===== src/rtl/wb_lsu_master.sv =====
// wb_lsu_master: load/store unit to Wishbone classic-cycle initiator.
// Handles one access at a time. Store data is placed on the addressed byte
// lanes, and load data is extracted and extended. Misaligned accesses and
// bus timeouts come back as error responses.
//
// state  | meaning
// IDLE   | ready for a request
// BUS    | Wishbone cycle in flight, waiting for ack or timeout
// RESP   | response held until the consumer takes it
module wb_lsu_master #(
    parameter int ADDR_WIDTH     = 16,
    parameter int DATA_WIDTH     = 32,
    parameter int TIMEOUT_CYCLES = 255
) (
    input  logic                  clk,
    input  logic                  rst_n,
    input  logic                  req_valid,
    output logic                  req_ready,
    input  logic                  req_we,
    input  logic [1:0]            req_size,
    input  logic                  req_unsigned,
    input  logic [ADDR_WIDTH-1:0] req_addr,
    input  logic [DATA_WIDTH-1:0] req_wdata,
    output logic                  resp_valid,
    input  logic                  resp_ready,
    output logic [DATA_WIDTH-1:0] resp_rdata,
    output logic                  resp_err,
    output logic [ADDR_WIDTH-1:0] wb_adr_o,
    output logic [DATA_WIDTH-1:0] wb_dat_o,
    output logic [3:0]            wb_sel_o,
    output logic                  wb_we_o,
    output logic                  wb_stb_o,
    output logic                  wb_cyc_o,
    input  logic [DATA_WIDTH-1:0] wb_dat_i,
    input  logic                  wb_ack_i
);

    localparam logic [1:0] S_IDLE = 2'd0;
    localparam logic [1:0] S_BUS  = 2'd1;
    localparam logic [1:0] S_RESP = 2'd2;

    // Last count value before the cycle is abandoned.
    localparam logic [7:0] TO_LAST = 8'(TIMEOUT_CYCLES - 1);

    logic [1:0]            state;
    logic [1:0]            size_q;
    logic                  uns_q;
    logic [7:0]            to_cnt;

    logic                  misaligned;
    logic [3:0]            sel_next;
    logic [DATA_WIDTH-1:0] dat_next;
    logic [7:0]            lane_byte;
    logic [15:0]           lane_half;
    logic [DATA_WIDTH-1:0] load_ext;

    assign req_ready = (state == S_IDLE);

    // Alignment check and lane/data steering for the incoming request.
    always_comb begin
        misaligned = 1'b0;
        sel_next   = 4'b1111;
        dat_next   = req_wdata;
        case (req_size)
            2'b00: begin
                sel_next = 4'b0001 << req_addr[1:0];
                dat_next = {4{req_wdata[7:0]}};
            end
            2'b01: begin
                misaligned = req_addr[0];
                sel_next   = req_addr[1] ? 4'b1100 : 4'b0011;
                dat_next   = {2{req_wdata[15:0]}};
            end
            2'b10: begin
                misaligned = (req_addr[1:0] != 2'b00);
            end
            default: begin
                misaligned = 1'b1;
            end
        endcase
    end

    // Pick the addressed lane(s) out of the read data and extend.
    // The latched byte address lives in wb_adr_o during the bus cycle.
    always_comb begin
        case (wb_adr_o[1:0])
            2'd0:    lane_byte = wb_dat_i[7:0];
            2'd1:    lane_byte = wb_dat_i[15:8];
            2'd2:    lane_byte = wb_dat_i[23:16];
            default: lane_byte = wb_dat_i[31:24];
        endcase
        lane_half = wb_adr_o[1] ? wb_dat_i[31:16] : wb_dat_i[15:0];
        case (size_q)
            2'b00:   load_ext = {{24{~uns_q & lane_byte[7]}}, lane_byte};
            2'b01:   load_ext = {{16{~uns_q & lane_half[15]}}, lane_half};
            default: load_ext = wb_dat_i;
        endcase
    end

    // Sequencer: request capture, bus cycle with timeout, response hold.
    always_ff @(posedge clk) begin
        if (!rst_n) begin
            state      <= S_IDLE;
            size_q     <= 2'b00;
            uns_q      <= 1'b0;
            to_cnt     <= 8'd0;
            wb_cyc_o   <= 1'b0;
            wb_stb_o   <= 1'b0;
            wb_we_o    <= 1'b0;
            wb_sel_o   <= 4'b0000;
            wb_adr_o   <= '0;
            wb_dat_o   <= '0;
            resp_valid <= 1'b0;
            resp_err   <= 1'b0;
            resp_rdata <= '0;
        end else begin
            case (state)
                S_IDLE: begin
                    if (req_valid) begin
                        wb_adr_o <= req_addr;
                        wb_we_o  <= req_we;
                        wb_sel_o <= sel_next;
                        wb_dat_o <= dat_next;
                        size_q   <= req_size;
                        uns_q    <= req_unsigned;
                        to_cnt   <= 8'd0;
                        if (misaligned) begin
                            state      <= S_RESP;
                            resp_valid <= 1'b1;
                            resp_err   <= 1'b1;
                            resp_rdata <= '0;
                        end else begin
                            state    <= S_BUS;
                            wb_cyc_o <= 1'b1;
                            wb_stb_o <= 1'b1;
                        end
                    end
                end
                S_BUS: begin
                    // An ack in the expiry cycle still counts as completion.
                    if (wb_ack_i) begin
                        wb_cyc_o   <= 1'b0;
                        wb_stb_o   <= 1'b0;
                        state      <= S_RESP;
                        resp_valid <= 1'b1;
                        resp_err   <= 1'b0;
                        resp_rdata <= wb_we_o ? '0 : load_ext;
                    end else if (to_cnt == TO_LAST) begin
                        wb_cyc_o   <= 1'b0;
                        wb_stb_o   <= 1'b0;
                        state      <= S_RESP;
                        resp_valid <= 1'b1;
                        resp_err   <= 1'b1;
                        resp_rdata <= '0;
                    end else begin
                        to_cnt <= to_cnt + 8'd1;
                    end
                end
                S_RESP: begin
                    if (resp_ready) begin
                        resp_valid <= 1'b0;
                        state      <= S_IDLE;
                    end
                end
                default: begin
                    state <= S_IDLE;
                end
            endcase
        end
    end

endmodule


===== config.mk =====
export PLATFORM = sky130hd
export DESIGN_NAME = wb_lsu_master
export DESIGN_NICKNAME = d
export VERILOG_FILES = /design/src/rtl/wb_lsu_master.sv
export SDC_FILE = /design/constraint.sdc
export NUM_CORES = 1
export LEC_CHECK = 0
export BUFFER_PORTS_ARGS = -buffer_cell sky130_fd_sc_hd__buf_2
export CORE_ASPECT_RATIO = 0.7
export CORE_MARGIN = 5
export CORE_UTILIZATION = 44
export DETAILED_ROUTE_END_ITERATION = 10
export PLACE_DENSITY = 0.85
export SYNTH_ARGS = -nofsm -noshare
export SYNTH_HDL_FRONTEND = slang
export SYNTH_SLANG_ARGS = --single-unit

===== constraint.sdc =====
create_clock -name clk -period 1.7 [get_ports clk]
set_clock_uncertainty 0.15 [all_clocks]
set_input_delay 0.17 -clock clk [delete_from_list [all_inputs] [get_ports clk]]
set_output_delay 0.17 -clock clk [all_outputs]
set_load 0.1 [all_outputs]

== After elaboration in Yosys (flattened, before gate mapping) ==
Cells that the tools add are included.

* Flip-flop bits (word level): 101
* Bits in latches: 0
* Memory bits (writable): 0
* ROM bits: 0
* Bits of input ports: 89
* Output and inout bits: 90
* Logic and storage cells: 81
* Memories: 0

* Add/sub/neg operators: 1
* Multipliers: 0
* Div/mod/pow operators: 0
* $lt $le $gt $ge: 0
* Equal/unequal tests: 15
* Shifts and indexed selects: 1
* Multiplexer cells: 36
* Bitwise gates (word level): 3
* Reduce and logical (&&, ||, !) cells: 13

{| class="wikitable"
|+ Operators by type and width
! operator !! count
|-
| $pmux W32 S2 || 3
|-
| $mux W32 || 5
|-
| $mux W8 || 3
|-
| $pmux W8 S3 || 1
|-
| $mux W16 || 1
|-
| $pmux W8 S2 || 1
|-
| $reduce_and A4 Y1 || 3
|-
| $mux W1 || 10
|-
| $mux W2 || 5
|-
| $ne A2 B2 Y1 const B || 5
|-
| $add A8 B1 Y8 const B || 1
|-
| $eq A2 B1 Y1 const B || 4
|-
| $eq A8 B8 Y1 const B || 1
|-
| $logic_not A2 Y1 || 4
|-
| $pmux W4 S2 || 1
|-
| $eq A2 B2 Y1 const B || 3
|-
| $pmux W1 S3 || 2
|-
| $pmux W2 S3 || 1
|-
| $reduce_and A5 Y1 || 1
|-
| $mux W4 || 1
|-
| $pmux W1 S2 || 2
|-
| $reduce_bool A2 Y1 || 2
|-
| $shl A1 B2 Y4 const A || 1
|-
| $ne A3 B3 Y1 const B || 1
|-
| 6 further kinds || 7
|}

== Longest topological paths before layout ==
Gate-level depths: netlist of run 1.

* Depth in word-level cells: 7
* Depth in mapped cells: 7
* Depth with buffers taken out: 6

== Least setup slack after synthesis of run 1 ==
Ideal clock, no wire load.

* Kind: reg2reg
* Start point: register state[1]
* End point: register wb_sel_o[0]
* Arrival: 2.612 ns
* Data required time: 1.413 ns
* Setup slack: -1.198 ns
* Stages on the path, launching flop included: 7
* Buffers on the path: 3
* Period minus slack after synthesis: 2.898 ns
* Cell sequence: dfxtp_1 nor2_1 and2_1 clkbuf_1 buf_2 buf_1 a31oi_1

* Longest elaborated chain between the ends: 2

{| class="wikitable"
|+ RTL lines
! what !! RTL line !! RTL
|-
| start: declaration || 45 || <nowiki>logic [1:0] state;</nowiki>
|-
| start signal: assignment || 103 || <nowiki>state <= S_IDLE;</nowiki>
|-
| start signal: assignment || 128 || <nowiki>state <= S_RESP;</nowiki>
|-
| start signal: assignment || 133 || <nowiki>state <= S_BUS;</nowiki>
|-
| $logic_not A2 Y1 || -- ||
|-
| named net req_ready || 18 || <nowiki>output logic req_ready,</nowiki>
|-
| $reduce_and A2 Y1 (no source line) || -- ||
|-
| end signal: assignment || 122 || <nowiki>wb_sel_o <= sel_next;</nowiki>
|-
| end: declaration || 30 || <nowiki>output logic [3:0] wb_sel_o,</nowiki>
|}

The timed path passes the listed nets, and every way through them passes these cells.
A chain may end at the register's enable or synchronous reset.

== Worst setup path after layout of run 1 ==
* Start point: register state[1]
* End point: register resp_rdata[15]

* Longest elaborated chain between the ends: 3
* Elaborated cells on any way between the ends: 8
* Those cells by class: eq/ne (4); mux (1); reduce/logical (3)

{| class="wikitable"
|+ RTL lines
! what !! RTL line !! RTL
|-
| $eq A2 B1 Y1 / $logic_not A2 Y1 (equally long branches) || 117 || <nowiki>case (state)</nowiki>
|-
| $ne A3 B3 Y1 (no source line), or another cell as far along || -- ||
|-
| $reduce_and A4 Y1 (no source line) || -- ||
|-
| end signal: assignment || 147 || <nowiki>resp_rdata <= wb_we_o ? '0 : load_ext;</nowiki>
|-
| end: declaration || 26 || <nowiki>output logic [DATA_WIDTH-1:0] resp_rdata,</nowiki>
|}

Several ways; a longest one is shown, not always the timed one.

==> impl_metrics.prom, run 1 <==
# TYPE chip_impl_metric gauge
chip_impl_metric{name="share_of_final_layout_standard_cells_stronger_than_drive_strength_1",unit="%"} 36.7
chip_impl_metric{name="num_antenna_cells",unit=""} 0
chip_impl_info{name="path_cells",value="or3b_4 -> nor3_4 -> a211oi_4 -> buf_12 -> a211o_1"} 1
chip_impl_metric{name="port_buffers",unit=""} 178
chip_impl_info{name="clockRootBuffer",value="sky130_fd_sc_hd__clkbuf_16"} 1
chip_impl_info{name="final_common_cell",value="sky130_fd_sc_hd__buf_2"} 1
chip_impl_metric{name="layout_min_cycle_time",unit="ns"} 1.74
chip_impl_metric{name="netlist_area",unit="um^2"} 4660
chip_impl_metric{name="worst_skew_pair.late_latency",unit="ns"} 0.34
chip_impl_metric{name="vias_per_cell",unit=""} 5.59
chip_impl_metric{name="synth.yosys.seq_area_share",unit="%"} 43.4
chip_impl_metric{name="start_util",unit="%"} 45.0
chip_impl_info{name="cp_startpoint_kind",value="flop"} 1
chip_impl_metric{name="layout_worst_path_cycle_share",unit="%"} 102
chip_impl_metric{name="ir_worst_vdd",unit="uV"} 521
chip_impl_metric{name="floorplan.core_area",unit="um^2"} 10400
chip_impl_metric{name="post_synthesis_async_set_or_reset_flop_share",unit="%"} 0
chip_impl_metric{name="clkSinkCount",unit=""} 101
chip_impl_metric{name="max_cap_viol_count",unit=""} 0
chip_impl_metric{name="crit_fanout",unit=""} 32
chip_impl_metric{name="synth_seq_cells",unit=""} 101
chip_impl_metric{name="timing_max_transition_violations_final",unit=""} 0
chip_impl_info{name="hold_path.startpoint",value="wb_dat_i[27]"} 1
chip_impl_metric{name="worst-endpoint-required",unit="ns"} 1.78
chip_impl_metric{name="antenna_left",unit=""} 0
chip_impl_metric{name="syn-instance-count",unit=""} 540
chip_impl_metric{name="area_growth",unit="%"} 46.6
chip_impl_metric{name="maximum_number_of_pins_on_one_net_before_global_route_repair",unit=""} 40
chip_impl_metric{name="ys_warnings",unit=""} 0
chip_impl_metric{name="grt_first_pass_wirelength",unit="um"} 24600
chip_impl_metric{name="gp_congestion",unit=""} 0.935
chip_impl_metric{name="number_of_antenna_violations_at_the_first_check_in_global_routing",unit=""} 0
chip_impl_metric{name="setup_viol",unit=""} 5
chip_impl_metric{name="tightestPinTransition",unit="ns"} 0.521
chip_impl_metric{name="top_level_ports",unit=""} 179
chip_impl_metric{name="nets",unit=""} 857
chip_impl_info{name="status",value="finished with violations"} 1
chip_impl_info{name="leading_register_cell_type_out_of_synthesis",value="sky130_fd_sc_hd__dfxtp_1"} 1
chip_impl_metric{name="yosysUniqueCellTypes",unit=""} 50
chip_impl_metric{name="report.power.total",unit="mW"} 6.97
chip_impl_metric{name="synth.avg_cell_area",unit="um^2"} 8.62
chip_impl_metric{name="globalRouteTotalUtil",unit="%"} 23.9
chip_impl_metric{name="htree_num_levels",unit=""} 3
chip_impl_metric{name="critical_path_buf_inv_count",unit=""} 1
chip_impl_metric{name="die_w",unit="um"} 133
chip_impl_metric{name="syn_nets",unit=""} 631
chip_impl_info{name="rsz0062_at_grt",value="true"} 1
chip_impl_metric{name="hpwl",unit="um"} 11200
chip_impl_metric{name="vias",unit=""} 5052
chip_impl_info{name="worstSetupStartpoint",value="state[1]$_SDFFE_PN0P_"} 1
chip_impl_metric{name="maxClockFrequency",unit="MHz"} 574
chip_impl_info{name="endpoint_kind",value="flop"} 1
chip_impl_metric{name="timing.slew.headroom",unit="%"} 65.5
chip_impl_metric{name="detail_route.iter0.violations",unit=""} 421
chip_impl_info{name="final_cell_mix",value="sky130_fd_sc_hd__buf_2, sky130_fd_sc_hd__dfxtp_1, sky130_fd_sc_hd__nand2_1"} 1
chip_impl_info{name="violated_checks",value="negative setup slack"} 1
chip_impl_metric{name="total_wirelength_of_the_detailed_routed_design",unit="um"} 15800
chip_impl_metric{name="drc",unit=""} 0
chip_impl_metric{name="synth_edf_count",unit=""} 0
chip_impl_metric{name="n_fill_cell",unit=""} 797
chip_impl_metric{name="cts.reportedPaths.clkPinSlew",unit="ns"} 0.07
chip_impl_info{name="critical-path-top-delay-family",value="simple AND/OR/NAND/NOR gates"} 1
chip_impl_metric{name="grt_remaining_overflow",unit=""} 0
chip_impl_metric{name="first_global_vias",unit=""} 5022
chip_impl_metric{name="tritoncts.num_buffers",unit=""} 9
chip_impl_metric{name="fin_hold_ws",unit="ns"} 0.0135
chip_impl_info{name="tritoncts",value="done"} 1
chip_impl_metric{name="final_ws_setup",unit="ns"} -0.0414
chip_impl_metric{name="placement_rows",unit=""} 31
chip_impl_metric{name="p_per_cell_area",unit="nW/um^2"} 1020
chip_impl_info{name="timing.rr.start",value="state[1]$_SDFFE_PN0P_"} 1
chip_impl_metric{name="die_area",unit="um^2"} 12800
chip_impl_metric{name="cts.path.max_buffers",unit=""} 2
chip_impl_metric{name="die_height",unit="um"} 96.1
chip_impl_info{name="cell_type_of_the_slowest_stage_on_the_worst_timing_path",value="sky130_fd_sc_hd__or3b_4"} 1
chip_impl_info{name="worstHoldPathType",value="input pin to flop"} 1
chip_impl_metric{name="power.static_leakage",unit="nW"} 3.16
chip_impl_metric{name="hold_viol",unit=""} 0
chip_impl_metric{name="timing.critical_path.arrival",unit="ns"} 1.83
chip_impl_info{name="worst-setup-path-type",value="flop to flop"} 1
chip_impl_metric{name="drtPass1Iterations",unit=""} 5
chip_impl_metric{name="crit_path_max_incr_delay",unit="ns"} 0.42
chip_impl_metric{name="wl_per_cell",unit="um"} 17.5
## metal layers
layer	up-vias	wire, um	track usage [%]
met5	-	0	0
met4	0	390	9.08
met3	41	1210	5.75
met2	241	7760	41.3
met1	2382	6450	29.4
li1	2388	-	-
## final timing paths
kind              cells after the start  slack [ns]                     endpoint
setup reg to reg                      5       -0.04  resp_rdata[15]$_SDFFE_PN0P_
hold / removal                        3        0.01  resp_rdata[27]$_SDFFE_PN0P_
setup / recovery                      5       -0.04  resp_rdata[15]$_SDFFE_PN0P_
hold reg to reg                       1        0.30  resp_rdata[14]$_SDFFE_PN0P_
## stage by stage
step | cells | setup WS (ns) | util (%) | setup TNS [ns] | area, um^2
2_1_floorplan | 540 | -0.268 | - | -12.16 | 4840
3_3_place_gp | 847 | -0.0239 | 57.9 | -0.379 | 5990
3_5_place_dp | 847 | -0.0787 | 57.9 | -1.35 | 5990
4_1_cts | 901 | -0.0566 | 64.9 | -0.775 | 6720
5_1_grt | 903 | -0.0933 | 65.9 | -1.23 | 6820
6_report | 903 | -0.0414 | 65.9 | -0.0795 | 6820
## layout make-up
cell class	instances	area, um^2	area share (%)
clock buffers	13	282	4.13
repair buffers	260	1700	24.9
inverters	18	67.6	0.990
flip-flops and latches	101	2040	29.9
multi-input cells	376	2530	37.1
clock inverters	3	40.0	0.587
well taps	132	165	2.42
## kinds of logic (layout without fill, tap and decap cells)
group	Yosys count	in the layout	synth area share [%]
simple gates	166	166	16.6
compound gates	171	171	25.4
mux	34	34	7.55
buf+inv	63	294	5.94
xor+xnor	3	3	0.564
fa+ha+maj	2	2	0.537
flops	101	101	43.4
## report_power, final
group	switching (mW)	internal (mW)	leakage, nW	total (mW)
clock network	0.867	1.31	0.161	2.17
registers	0.0866	2.51	0.830	2.60
logic	1.63	0.570	2.17	2.20
total	2.58	4.39	3.16	6.97
## state kept, by name, summed over array words and instances, names as in the netlist
| name | cells |
|---|---|
| uns_q | 1 |
| wb_we_o | 1 |
| size_q | 2 |
| state | 2 |
| wb_dat_o | 32 |
| wb_sel_o | 4 |
| to_cnt | 8 |
| wb_cyc_o | 1 |
| resp_err | 1 |
| wb_adr_o | 16 |
| resp_rdata | 32 |
| resp_valid | 1 |
## cells in the mapped netlist (all sizes together) (2+ instances only)
cell type  count  area, um^2
nand2b        21         131
nand3          4        20.0
and2           2        12.5
nor2          25        93.8
a311oi         8        70.1
a21o           7        52.6
nor3           4        31.3
a31oi          4        25.0
nor3b          3        27.5
nand2         93         349
o22ai          9        56.3
mux2           9         101
clkbuf        27         101
nand3b         3        22.5
o21bai         2        15.0
a22o          24         210
nand4b         2        23.8
a211oi         9        72.6
a21oi         50         250
xor2           3        26.3
and3           4        25.0
buf           18         108
a221oi        16         140
inv           17        63.8
o211ai        18         135
o311a          2        20.0
dfxtp        101        2020
ha             2        25.0
mux2i         25         250
o21ai         16        83.8
## worst min-delay path, delay by kind of cell
family	cells	cell delay, ns
AOI/OAI and AO/OA	1	0.11
buffers and inverters	1	0.10
and+or+nand+nor	1	0.10
## repair_timing
| action | CTS | global route |
|---|---|---|
| endpoints found under the hold margin | 41 | 0 |
| endpoints found under the setup margin | 29 | 36 |
| buffers inserted | 0 | 2 |
| hold buffers | 38 | 0 |
| gates resized for setup | 8 | 17 |
| pin swaps | 2 | 9 |
| gates cloned | 0 | 0 |
(Power assumes the default switching activity.)
==> inputs of run 2 (changes only) <==
SKIP_LAST_GASP = 1   (was not set)
==> run 2 against run 1 <==
Net effect:
- the flow still finishes with violations (negative setup slack)
- sequential power hardly changed
- non-clock buffer count is 2 lower
- critical path depth stayed put
- routed wire length hardly changed
- cell count is 0.22% lower
- maximum frequency is 0.71% lower
- flip-flop and latch count stayed put
- global-route usage is 0.14 points lower
- hold slack better by 0.0015 ns
- critical endpoint unchanged
- highest routed layer unchanged
==> impl_metrics.prom, run 2 (synthesized netlist as in run 1, its figures left out) <==
# TYPE chip_impl_metric gauge
chip_impl_metric{name="hold_viol",unit=""} 0
chip_impl_metric{name="crit_fanout",unit=""} 32
chip_impl_metric{name="max_cap_viol_count",unit=""} 0
chip_impl_metric{name="number_of_antenna_violations_at_the_first_check_in_global_routing",unit=""} 0
chip_impl_metric{name="die_area",unit="um^2"} 12800
chip_impl_metric{name="layout_min_cycle_time",unit="ns"} 1.75
chip_impl_info{name="worstHoldPathType",value="input pin to flop"} 1
chip_impl_metric{name="power.static_leakage",unit="nW"} 3.14
chip_impl_metric{name="worst_skew_pair.late_latency",unit="ns"} 0.34
chip_impl_metric{name="detail_route.iter0.violations",unit=""} 436
chip_impl_metric{name="worst-endpoint-required",unit="ns"} 1.78
chip_impl_metric{name="placement_rows",unit=""} 31
chip_impl_metric{name="tightestPinTransition",unit="ns"} 0.518
chip_impl_info{name="cp_startpoint_kind",value="flop"} 1
chip_impl_metric{name="area_growth",unit="%"} 45.4
chip_impl_metric{name="vias_per_cell",unit=""} 5.59
chip_impl_metric{name="share_of_final_layout_standard_cells_stronger_than_drive_strength_1",unit="%"} 36.3
chip_impl_metric{name="report.power.total",unit="mW"} 6.95
chip_impl_metric{name="die_height",unit="um"} 96.1
chip_impl_metric{name="timing_max_transition_violations_final",unit=""} 0
chip_impl_metric{name="timing.slew.headroom",unit="%"} 65.7
chip_impl_metric{name="p_per_cell_area",unit="nW/um^2"} 1030
chip_impl_metric{name="final_core_util",unit="%"} 65.4
chip_impl_metric{name="final_ws_setup",unit="ns"} -0.0540
chip_impl_info{name="cell_type_of_the_slowest_stage_on_the_worst_timing_path",value="sky130_fd_sc_hd__or3b_4"} 1
chip_impl_metric{name="floorplan.core_area",unit="um^2"} 10400
chip_impl_info{name="registers_with_the_most_flip_flops",value="resp_rdata x32, wb_dat_o x32, wb_adr_o x16"} 1
chip_impl_info{name="final_cell_mix",value="sky130_fd_sc_hd__buf_2, sky130_fd_sc_hd__dfxtp_1, sky130_fd_sc_hd__nand2_1"} 1
chip_impl_metric{name="drtPass1Iterations",unit=""} 6
chip_impl_metric{name="cts.reportedPaths.clkPinSlew",unit="ns"} 0.07
chip_impl_info{name="tritoncts",value="done"} 1
chip_impl_metric{name="nets",unit=""} 855
chip_impl_metric{name="critical_path_buf_inv_count",unit=""} 1
chip_impl_info{name="clockRootBuffer",value="sky130_fd_sc_hd__clkbuf_16"} 1
chip_impl_metric{name="grt_first_pass_wirelength",unit="um"} 24500
chip_impl_metric{name="cts.path.max_buffers",unit=""} 2
chip_impl_metric{name="ir_worst_vdd",unit="uV"} 526
chip_impl_metric{name="maximum_number_of_pins_on_one_net_before_global_route_repair",unit=""} 40
chip_impl_metric{name="num_antenna_cells",unit=""} 0
chip_impl_metric{name="wl_per_cell",unit="um"} 17.6
chip_impl_metric{name="globalRouteTotalUtil",unit="%"} 23.8
chip_impl_info{name="rsz0062_at_grt",value="true"} 1
chip_impl_metric{name="layout_worst_path_cycle_share",unit="%"} 103
chip_impl_metric{name="antenna_left",unit=""} 0
chip_impl_info{name="status",value="finished with violations"} 1
chip_impl_metric{name="vias",unit=""} 5035
chip_impl_metric{name="gp_congestion",unit=""} 0.935
chip_impl_metric{name="setup_fix_bufs_post_cts",unit=""} 0
chip_impl_metric{name="total_wirelength_of_the_detailed_routed_design",unit="um"} 15800
chip_impl_metric{name="port_buffers",unit=""} 178
chip_impl_info{name="endpoint_kind",value="flop"} 1
chip_impl_info{name="violated_checks",value="negative setup slack"} 1
chip_impl_metric{name="clkSinkCount",unit=""} 101
chip_impl_metric{name="start_util",unit="%"} 45.0
chip_impl_metric{name="finish.instance_area",unit="um^2"} 6770
chip_impl_metric{name="drc",unit=""} 0
chip_impl_metric{name="grt_remaining_overflow",unit=""} 0
chip_impl_metric{name="first_global_vias",unit=""} 5012
chip_impl_info{name="path_cells",value="or3b_4 -> nor3_4 -> a211oi_4 -> buf_12 -> a211o_1"} 1
chip_impl_info{name="final_common_cell",value="sky130_fd_sc_hd__buf_2"} 1
chip_impl_metric{name="die_w",unit="um"} 133
chip_impl_info{name="worst-setup-path-type",value="flop to flop"} 1
chip_impl_metric{name="placed_cell_area",unit="um^2"} 5990
chip_impl_metric{name="tritoncts.num_buffers",unit=""} 9
chip_impl_metric{name="setup_viol",unit=""} 26
chip_impl_metric{name="timing.critical_path.arrival",unit="ns"} 1.84
chip_impl_metric{name="htree_num_levels",unit=""} 3
chip_impl_metric{name="maxClockFrequency",unit="MHz"} 570
chip_impl_metric{name="crit_path_max_incr_delay",unit="ns"} 0.43
chip_impl_metric{name="hpwl",unit="um"} 11200
chip_impl_info{name="critical-path-top-delay-family",value="simple AND/OR/NAND/NOR gates"} 1
chip_impl_metric{name="top_level_ports",unit=""} 179
-- run 2: where the power goes --
part / internal [mW] / total [mW] / switching (mW)
Clock: 1.31 / 2.17 / 0.865
Sequential: 2.51 / 2.59 / 0.0855
Combinational: 0.564 / 2.19 / 1.62
Total: 4.38 / 6.95 / 2.57
-- run 2: tightest hold or removal path, cell delays in order --
cell,delay (ns)
sky130_fd_sc_hd__buf_2,0.09
sky130_fd_sc_hd__nand3b_1,0.07
sky130_fd_sc_hd__o311a_1,0.12
-- run 2: area by class of cell --
cell class	count	area, um^2
inverter	18	67.6
tap	132	165
clock inverter	3	40.0
sequential	101	2040
timing repair buffer	258	1680
multi-input combinational	376	2500
fill	806	3590
clock buffer	13	282
-- run 2: worst paths after layout --
kind                                     from                           to  slack (ns)  depth (start not counted)
setup / recovery        state[1]$_SDFFE_PN0P_  resp_rdata[15]$_SDFFE_PN0P_       -0.05                          5
setup reg to reg        state[1]$_SDFFE_PN0P_  resp_rdata[15]$_SDFFE_PN0P_       -0.05                          5
hold reg to reg   resp_rdata[14]$_SDFFE_PN0P_  resp_rdata[14]$_SDFFE_PN0P_        0.30                          1
hold / removal                     resp_ready      resp_valid$_SDFFE_PN0P_        0.02                          3
-- run 2: layer usage --
layer	part of all wire [%]	global-route usage, %	vias to the layer above	wire length [um]
met5	0	0	-	0
met4	2.5	9.08	0	401
met3	7.9	5.75	42	1250
met2	49	41.0	240	7740
met1	41	29.3	2366	6440
li1	-	-	2387	-
-- run 2: repair_timing --
action                                  4_1_cts  5_1_grt
endpoints found under the setup margin       29       35
hold buffers                                 38        0
gates cloned                                  0        0
pin swaps                                     2        1
gates resized for setup                       6       12
endpoints found under the hold margin        41        0
-- run 2: metrics by stage --
step / hold WS [ns] / cells / worst slack, ns / setup TNS, ns
2_1_floorplan: 0.146 / 540 / -0.268 / -12.16
3_3_place_gp: 0.260 / 847 / -0.0239 / -0.379
3_5_place_dp: 0.269 / 847 / -0.0787 / -1.35
4_1_cts: 0.000824 / 901 / -0.0566 / -0.837
5_1_grt: 0.0121 / 901 / -0.112 / -2.30
6_report: 0.0151 / 901 / -0.0540 / -0.446
==> inputs of run 3 (changes only) <==
==> constraint.sdc (replaced) <==
create_clock -name clk -period 1.7 [get_ports clk]
set_clock_uncertainty 0.15 [all_clocks]
set_input_delay 0.34 -clock clk [delete_from_list [all_inputs] [get_ports clk]]
set_output_delay 0.34 -clock clk [all_outputs]
set_load 0.1 [all_outputs]
==> run 3 against run 2 <==
Net effect:
- the run still ends with negative setup slack left
- cell count down 3.0%
- flip-flop and latch count unchanged
- sequential share of layout area up 1.2 points
- via count down 2.8%
- largest cell class unchanged
==> impl_metrics.prom, run 3 (synthesized netlist as in run 1, its figures left out) <==
# TYPE chip_impl_metric gauge
chip_impl_info{name="final_common_cell",value="sky130_fd_sc_hd__buf_2"} 1
chip_impl_metric{name="vias",unit=""} 4896
chip_impl_metric{name="hpwl",unit="um"} 11500
chip_impl_metric{name="grt_remaining_overflow",unit=""} 0
chip_impl_metric{name="area_growth",unit="%"} 40.1
chip_impl_metric{name="combinationalPowerShare",unit="%"} 31.9
chip_impl_metric{name="cts.reportedPaths.clkPinSlew",unit="ns"} 0.07
chip_impl_metric{name="clock_power_share",unit="%"} 30.3
chip_impl_metric{name="power.static_leakage",unit="nW"} 3.05
chip_impl_metric{name="port_buffers",unit=""} 178
chip_impl_metric{name="power_switching_share",unit="%"} 38.3
chip_impl_metric{name="die_height",unit="um"} 96.1
chip_impl_metric{name="drtPass1Iterations",unit=""} 4
chip_impl_metric{name="globalRouteTotalUtil",unit="%"} 22.8
chip_impl_metric{name="clkSinkCount",unit=""} 101
chip_impl_metric{name="timing.slew.headroom",unit="%"} 66.1
chip_impl_metric{name="setup_viol",unit=""} 8
chip_impl_info{name="final_cell_mix",value="sky130_fd_sc_hd__buf_2, sky130_fd_sc_hd__dfxtp_1, sky130_fd_sc_hd__nand2_1"} 1
chip_impl_metric{name="crit_fanout",unit=""} 3
chip_impl_metric{name="floorplan.core_area",unit="um^2"} 10400
chip_impl_metric{name="worst-endpoint-required",unit="ns"} 1.21
chip_impl_metric{name="detail_route.iter0.violations",unit=""} 372
chip_impl_info{name="violated_checks",value="negative setup slack"} 1
chip_impl_metric{name="placement_rows",unit=""} 31
chip_impl_metric{name="cts.path.max_buffers",unit=""} 2
chip_impl_metric{name="timing.reg2reg.worst_path_depth",unit=""} 5
chip_impl_metric{name="top_level_ports",unit=""} 179
chip_impl_metric{name="layout_min_cycle_time",unit="ns"} 1.73
chip_impl_info{name="status",value="finished with violations"} 1
chip_impl_metric{name="maximum_number_of_pins_on_one_net_before_global_route_repair",unit=""} 40
chip_impl_metric{name="share_of_final_layout_standard_cells_stronger_than_drive_strength_1",unit="%"} 39.9
chip_impl_metric{name="tritoncts.num_buffers",unit=""} 9
chip_impl_info{name="registers_with_the_most_flip_flops",value="resp_rdata x32, wb_dat_o x32, wb_adr_o x16"} 1
chip_impl_metric{name="total_internal_power",unit="mW"} 4.23
chip_impl_metric{name="seq_power_share",unit="%"} 37.8
chip_impl_metric{name="gp_congestion",unit=""} 0.952
chip_impl_info{name="worstHoldPathType",value="input pin to flop"} 1
chip_impl_metric{name="final_ws_setup",unit="ns"} -0.0311
chip_impl_metric{name="grt_first_pass_wirelength",unit="um"} 23600
chip_impl_metric{name="die_w",unit="um"} 133
chip_impl_info{name="rsz0062_at_grt",value="true"} 1
chip_impl_metric{name="nets",unit=""} 827
chip_impl_metric{name="htree_num_levels",unit=""} 3
chip_impl_metric{name="n_fill_cell",unit=""} 807
chip_impl_info{name="endpoint_kind",value="output port"} 1
chip_impl_metric{name="layout_worst_path_cycle_share",unit="%"} 102
chip_impl_metric{name="hold-path-cell-count",unit=""} 3
chip_impl_metric{name="wl_per_cell",unit="um"} 17.2
chip_impl_metric{name="worst_skew_pair.late_latency",unit="ns"} 0.34
chip_impl_metric{name="fin_hold_ws",unit="ns"} 0.0764
chip_impl_metric{name="timing.critical_path.arrival",unit="ns"} 1.24
chip_impl_metric{name="antenna_left",unit=""} 0
chip_impl_info{name="clockRootBuffer",value="sky130_fd_sc_hd__clkbuf_16"} 1
chip_impl_metric{name="tightestPinTransition",unit="ns"} 0.512
chip_impl_metric{name="report.power.total",unit="mW"} 6.85
chip_impl_info{name="tritoncts",value="done"} 1
chip_impl_metric{name="vias_per_cell",unit=""} 5.60
chip_impl_metric{name="first_global_vias",unit=""} 4818
chip_impl_metric{name="drc",unit=""} 0
chip_impl_metric{name="hold_viol",unit=""} 0
chip_impl_metric{name="start_util",unit="%"} 45.0
chip_impl_metric{name="ir_worst_vdd",unit="uV"} 590
chip_impl_metric{name="detailedPlace.worstSlack",unit="ns"} -0.165
chip_impl_metric{name="maxClockFrequency",unit="MHz"} 578
chip_impl_info{name="cp_startpoint_kind",value="flop"} 1
chip_impl_metric{name="die_area",unit="um^2"} 12800
chip_impl_metric{name="timing_max_transition_violations_final",unit=""} 0
chip_impl_metric{name="total_wirelength_of_the_detailed_routed_design",unit="um"} 15000
chip_impl_metric{name="number_of_antenna_violations_at_the_first_check_in_global_routing",unit=""} 1
chip_impl_info{name="worst-setup-path-type",value="flop to output port"} 1
chip_impl_metric{name="p_per_cell_area",unit="nW/um^2"} 1050
chip_impl_metric{name="total_switching_power",unit="mW"} 2.63
chip_impl_metric{name="final_core_util",unit="%"} 63.0
chip_impl_metric{name="max_cap_viol_count",unit=""} 0
## run 3: cell type report
type	count	area, um^2	share of cell area, %
diodes	1	2.50	0.0384
clock buffers	10	229	3.51
flip-flops and latches	101	2040	31.2
clock inverters	6	70.1	1.07
inverters	18	67.6	1.04
well taps	132	165	2.53
repair buffers	229	1400	21.4
multi-input cells	377	2560	39.2
## run 3: worst max-delay path, stage by stage, from the launching register on
cell                      delay, ns
sky130_fd_sc_hd__dfxtp_2       0.32
sky130_fd_sc_hd__buf_4         0.13
sky130_fd_sc_hd__buf_6         0.12
sky130_fd_sc_hd__nor2_4        0.14
sky130_fd_sc_hd__buf_12        0.19
## run 3: worst paths after layout
path | start | end | slack [ns]
setup / recovery | state[1]$_SDFFE_PN0P_ | req_ready | -0.03
hold / removal | req_we | wb_we_o$_SDFFE_PN0P_ | 0.08
setup reg to reg | state[1]$_SDFFE_PN0P_ | resp_rdata[15]$_SDFFE_PN0P_ | -0.03
hold reg to reg | wb_dat_o[0]$_SDFFE_PN0P_ | wb_dat_o[0]$_SDFFE_PN0P_ | 0.30
## run 3: what timing repair did
| item | in CTS | in global routing |
|---|---|---|
| gates cloned | 0 | 1 |
| resized for setup | 14 | 15 |
| hold endpoints to repair | 0 | 0 |
| endpoints found under the setup margin | 33 | 66 |
| pin swaps | 4 | 3 |
| hold buffers | 0 | 0 |
| setup buffers | 1 | 3 |
## run 3: power by group through the flow
stage                     logic, mW  registers, mW  clock network (mW)
after floorplan               0.669           3.59                   0
after global placement         2.08           2.63                   0
after detailed placement       2.12           2.64                   0
after CTS                      2.15           2.59                2.12
after global routing           2.28           2.61                2.23
final                          2.19           2.59                2.07
## run 3: metal layers
metal	part of all wire (%)	global-route usage, %	routed length [um]
met1	42	28.3	6250
met2	48	38.3	7250
met3	7.6	5.33	1140
met4	2.6	10.3	393
met5	0	0	0
## run 3: per-stage QoR
stage / area (um^2) / setup TNS, ns / instances
after floorplan: 4850 / -12.16 / 540
after global placement: 6050 / -2.83 / 852
after detailed placement: 6050 / -3.83 / 852
after CTS: 6440 / -0.0812 / 869
after global routing: 6520 / -1.37 / 874
final: 6520 / -0.0845 / 874
